<file path="src/rtl/fxp_mult_seq.sv">
// Sequential fixed-point multiplier with rescale, optional rounding, and saturation; sign-magnitude or two's complement.
// Latency: W+1 cycles from operand accept to out_valid; initiation interval W+3 with out_ready held high.
// Backpressure: the result is held in DONE until out_ready; in_ready stays low from accept until the result handshake.
module fxp_mult_seq #(
  parameter int W   = 16,
  parameter int F   = 15,
  parameter int FMT = 0,
  parameter int RND = 0
) (
  input  logic         clk,
  input  logic         rst,
  input  logic         in_valid,
  output logic         in_ready,
  input  logic [W-1:0] a,
  input  logic [W-1:0] b,
  output logic         out_valid,
  input  logic         out_ready,
  output logic [W-1:0] c,
  output logic         ovf
);

  localparam int CW = (W > 1) ? $clog2(W) : 1;
  localparam int FR = (F > 0) ? F - 1 : 0;
  // Rounding constant: half an output LSB, added to the magnitude before the shift.
  localparam logic [2*W-1:0] RADD    = (RND != 0 && F > 0) ? ((2*W)'(1) << FR) : '0;
  localparam logic [2*W-1:0] LIM_POS = ((2*W)'(1) << (W - 1)) - (2*W)'(1);
  localparam logic [2*W-1:0] LIM_NEG = (2*W)'(1) << (W - 1);

  typedef enum logic [1:0] {IDLE, BUSY, ROUND, DONE} state_t;

  state_t         state;
  logic           s;
  logic [W-1:0]   ma;
  logic [W-1:0]   mb;
  logic [2*W-1:0] acc;
  logic [CW-1:0]  cnt;

  logic [W-1:0]   a_mag;
  logic [W-1:0]   b_mag;
  logic [2*W-1:0] acc_r;
  logic [2*W-1:0] m_full;
  logic [2*W-1:0] lim;
  logic           sat;
  logic [W-1:0]   m;
  logic [W-1:0]   c_nxt;

  assign in_ready = (state == IDLE);

  // Operand magnitudes, W bits wide so the most negative TC value keeps its full magnitude.
  always_comb begin
    a_mag = a;
    b_mag = b;
    if (FMT == 0) begin
      a_mag = {1'b0, a[W-2:0]};
      b_mag = {1'b0, b[W-2:0]};
    end else begin
      if (a[W-1]) a_mag = -a;
      if (b[W-1]) b_mag = -b;
    end
  end

  // Rescale, round, saturate, and re-encode the finished product into the output format.
  always_comb begin
    acc_r  = acc + RADD;
    m_full = acc_r >> F;
    lim    = (FMT != 0 && s) ? LIM_NEG : LIM_POS;
    sat    = (m_full > lim);
    m      = sat ? lim[W-1:0] : m_full[W-1:0];
    c_nxt  = '0;
    if (FMT == 0) begin
      // Zero magnitude always encodes as +0 so negative zero never leaves the block.
      if (m != '0) c_nxt = {s, m[W-2:0]};
    end else begin
      c_nxt = s ? -m : m;
    end
  end

  // Control FSM with shift-add datapath; one multiplier bit is consumed per BUSY cycle.
  always_ff @(posedge clk) begin
    if (rst) begin
      state     <= IDLE;
      s         <= 1'b0;
      ma        <= '0;
      mb        <= '0;
      acc       <= '0;
      cnt       <= '0;
      c         <= '0;
      ovf       <= 1'b0;
      out_valid <= 1'b0;
    end else begin
      case (state)
        IDLE: begin
          if (in_valid) begin
            s     <= a[W-1] ^ b[W-1];
            ma    <= a_mag;
            mb    <= b_mag;
            acc   <= '0;
            cnt   <= '0;
            state <= BUSY;
          end
        end
        BUSY: begin
          if (mb[cnt]) acc <= acc + ({{W{1'b0}}, ma} << cnt);
          if (cnt == CW'(W - 1)) begin
            state <= ROUND;
          end else begin
            cnt <= cnt + 1'b1;
          end
        end
        ROUND: begin
          c         <= c_nxt;
          ovf       <= sat;
          out_valid <= 1'b1;
          state     <= DONE;
        end
        DONE: begin
          if (out_ready) begin
            out_valid <= 1'b0;
            state     <= IDLE;
          end
        end
        default: state <= IDLE;
      endcase
    end
  end

endmodule

</file>
<file path="config.mk">
export PLATFORM = sky130hd
export DESIGN_NAME = fxp_mult_seq
export DESIGN_NICKNAME = d
export VERILOG_FILES = /design/src/rtl/fxp_mult_seq.sv
export SDC_FILE = /design/constraint.sdc
export NUM_CORES = 1
export LEC_CHECK = 0
export CORE_MARGIN = 2
export CORE_UTILIZATION = 50
export CTS_CLUSTER_DIAMETER = 150
export CTS_CLUSTER_SIZE = 28
export DETAILED_ROUTE_END_ITERATION = 12
export PLACE_DENSITY = 0.71
export SYNTH_ARGS = -nofsm -noshare
export SYNTH_HDL_FRONTEND = slang
export SYNTH_SLANG_ARGS = --single-unit
</file>
<file path="constraint.sdc">
create_clock -name clk -period 4.95 [get_ports clk]
set_input_delay 1.485 -clock clk [delete_from_list [all_inputs] [get_ports clk]]
set_output_delay 1.485 -clock clk [all_outputs]
set_load 0.1 [all_outputs]
</file>
==> flow_metrics.env <==
export IMPL_cp_max_fo=18
export IMPL_cts_hold_buf=0
export IMPL_place_inst=893
export IMPL_holdPathStages=2
export IMPL_yosysTopAreaCellShare=0.309
export IMPL_r2r_cells=14
export IMPL_r2r_slack_ps=660
export IMPL_ctsResizeCount=0
export IMPL_fmaxAchievable_ghz=0.233
export IMPL_dp_hpwl_mm=11.1
export IMPL_power_density_nw_per_um2=478
export IMPL_ant_nets=0
export IMPL_wl_per_cell_um=16.4
export IMPL_syn_inst=737
export IMPL_power_frac_comb=0.462
export IMPL_hp_start="mb[2]"
export IMPL_die_y_um=110
export IMPL_setup_ws_ps=665
export IMPL_synth_avg_cell_area_um2=7.65
export IMPL_p_int_w=0.00171
export IMPL_grt_max_degree=47
export IMPL_synthToLayoutAreaGrowth_pct=16.4
export IMPL_p_sw_frac=0.456
export IMPL_clk_pin_slew_ps=70
export IMPL_remaining_drc_errors=0
export IMPL_synth_ff_latch_count=87
export IMPL_worstMarginPinSlew_ps=984
export IMPL_grt_use_total=0.257
export IMPL_port_buffer_count=54
export IMPL_seqPwrFrac=0.289
export IMPL_htree_num_levels=3
export IMPL_end_kind="register"
export IMPL_wl_mm=14.9
export IMPL_cts_tree="done"
export IMPL_cp_required_ps=5180
export IMPL_hp_class="reg2reg"
export IMPL_rsz0062_at_grt="false"
export IMPL_pwr_share_clk=0.248
export IMPL_fin_crit_ps=4290
export IMPL_num_antenna_cells=0
export IMPL_grt_pass1_wl_mm=24.2
export IMPL_coreArea_um2=10900
export IMPL_dr_pass1_iters=5
export IMPL_maxSlewViolCount=0
export IMPL_place_ws_ps=724
export IMPL_tns_ps=0
export IMPL_skew_ps=10.5
export IMPL_nFillCells=1023
export IMPL_syn_nets=809
export IMPL_ys_seq_area_frac=0.309
export IMPL_vias_per_cell=5.89
export IMPL_initial_core_util=0.516
export IMPL_netlist_area_um2=5640
export IMPL_r2r_end="acc[31]"
export IMPL_timing_rr_start="cnt[1]"
export IMPL_cap_violations=0
export IMPL_multi_input_area_um2=3610
export IMPL_status="complete, no violations"
export IMPL_synthTopCellsByCount="nand2_1, nor2_1, dfxtp_1, a21oi_1, ha_1"
export IMPL_synth_cell_types=65
export IMPL_min_to="mb[2]"
export IMPL_yosys_area_top_type="dfxtp_1"
export IMPL_period_share=0.866
export IMPL_critPathLaunchType="register"
export IMPL_drt_first_iter_violations=394
export IMPL_globalplace_congestion=0.888
export IMPL_yosysMostFrequentCell="nand2_1"
export IMPL_relSlewSlack=0.342
export IMPL_path_class="reg2reg"
export IMPL_ys_flop_type="dfxtp_1"
export IMPL_cp_arrival_ps=4520
export IMPL_hold_viol_final=0
export IMPL_clock_sinks=87
export IMPL_yosys_top_cells_area="dfxtp_1, ha_1, a21oi_1"
export IMPL_nets=836
export IMPL_clk_latency_ps=350
export IMPL_power_w=0.00314
export IMPL_cts_buffer_depth=2
export IMPL_setup_viol=0
export IMPL_cts_setup_buffers=0
export IMPL_first_global_vias=4936
export IMPL_num_vias=5353
export IMPL_numCtsBuffers=9
export IMPL_finalNonFillerCells=909
export IMPL_die_w_um=110
export IMPL_rows=38
export IMPL_grt_overflow=0
export IMPL_die_area_um2=12100
export IMPL_io_pin_count=55
export IMPL_antenna_found_initial=0
export IMPL_async_flop_share=0
export IMPL_clock_root_buffer="clkbuf_16"
export IMPL_ys_warn_count=0
export IMPL_p_sw_w=0.00143
export IMPL_leakagePower_nw=2.69
export IMPL_synth_edf_count=0
export IMPL_regArea_um2=1740
export IMPL_drive_gt1_frac=0.0650
export IMPL_ir_drop_mv=0.409
-- power groups by stage --
stage          Combinational (W)  Clock [W]  Sequential [W]
2_1_floorplan           0.000765          0         0.00125
3_3_place_gp             0.00141          0        0.000917
3_5_place_dp             0.00144          0        0.000923
4_1_cts                  0.00145   0.000787        0.000907
5_1_grt                  0.00156   0.000812        0.000923
6_report                 0.00145   0.000779        0.000908
-- flip-flops by register name, indices dropped and copies added (netlist names) --
name       count
mb            15
c             16
cnt            4
ma            15
state          2
ovf            1
s              1
acc           32
out_valid      1
-- through the flow --
step | instance area [µm²] | util | hold slack, ps
3_3_place_gp | 6220 | 0.569 | 440
5_1_grt | 6560 | 0.600 | 472
6_report | 6560 | 0.600 | 458
4_1_cts | 6560 | 0.600 | 457
3_5_place_dp | 6220 | 0.569 | 448
2_1_floorplan | 5640 | - | 433
-- layout by cell type, fill, tap and decap left out, drive strengths merged, types with 6 or more instances in the layout --
master         synthesis  layout
xnor2                 14      14
inv                   27      29
o21ai                 37      37
nor2b                  7       7
dfxtp                 87      87
nand2                105     105
or3                    6       6
a21oi                 80      80
buf                   15       9
mux2i                 17      17
clkdlybuf4s50          0      53
a21o                   9       9
nor2                  90      90
xor2                  11      11
nor3                  28      28
a22oi                 10      10
nand3                 16      16
clkbuf                31      11
a211oi                 7       7
mux2                   9       9
nand4                  6       6
mux4                   7       7
nand2b                10      10
ha                    35      35
-- worst max-delay path, cell delays in order (launching register included) --
cell,delay [ps]
dfxtp_1,770
mux2_2,420
o21ai_0,360
nor2_1,70
a21oi_1,190
a21oi_1,140
ha_1,440
nand3_1,130
a2111oi_1,500
nor3_1,120
o21a_1,160
o2111ai_1,180
nand4_1,160
o32ai_1,160
mux2_1,360
-- worst max path at each step --
stage               cells past startpoint  slack [ps]  endpoint   start
global placement                       14         760   acc[31]  cnt[1]
detailed placement                     14         720   acc[31]  cnt[1]
finish                                 14         660   acc[31]  cnt[1]
global route                           15         330   acc[31]  cnt[1]
CTS                                    14         710   acc[31]  cnt[1]
floorplan                              15        1060   acc[26]  cnt[1]
-- kinds of logic after synthesis --
| family | synth area share |
|---|---|
| AND/OR/NAND/NOR | 0.231 |
| XOR/XNOR | 0.0388 |
| flip-flops | 0.309 |
| buffers and inverters | 0.0513 |
| AO/OA/AOI/OAI | 0.213 |
| multiplexers | 0.0761 |
| adder cells (fa/ha/maj) | 0.0812 |
-- layer usage --
| layer | GRT usage | vias up | share of wire |
|---|---|---|---|
| met5 | 0 | - | 0 |
| met4 | 0.102 | 0 | 0.025 |
| met3 | 0.0470 | 27 | 0.052 |
| met2 | 0.422 | 182 | 0.47 |
| met1 | 0.335 | 2486 | 0.45 |
| li1 | - | 2658 | - |
-- area by class of cell --
| class | count | area share |
|---|---|---|
| Timing Repair Buffer | 62 | 0.0908 |
| Clock buffer | 11 | 0.0385 |
| Sequential cell | 87 | 0.265 |
| Clock inverter | 5 | 0.0132 |
| Tap cell | 140 | 0.0267 |
| Inverter | 27 | 0.0154 |
| Multi-Input combinational cell | 577 | 0.550 |
Power figures use the tool's default switching activity.
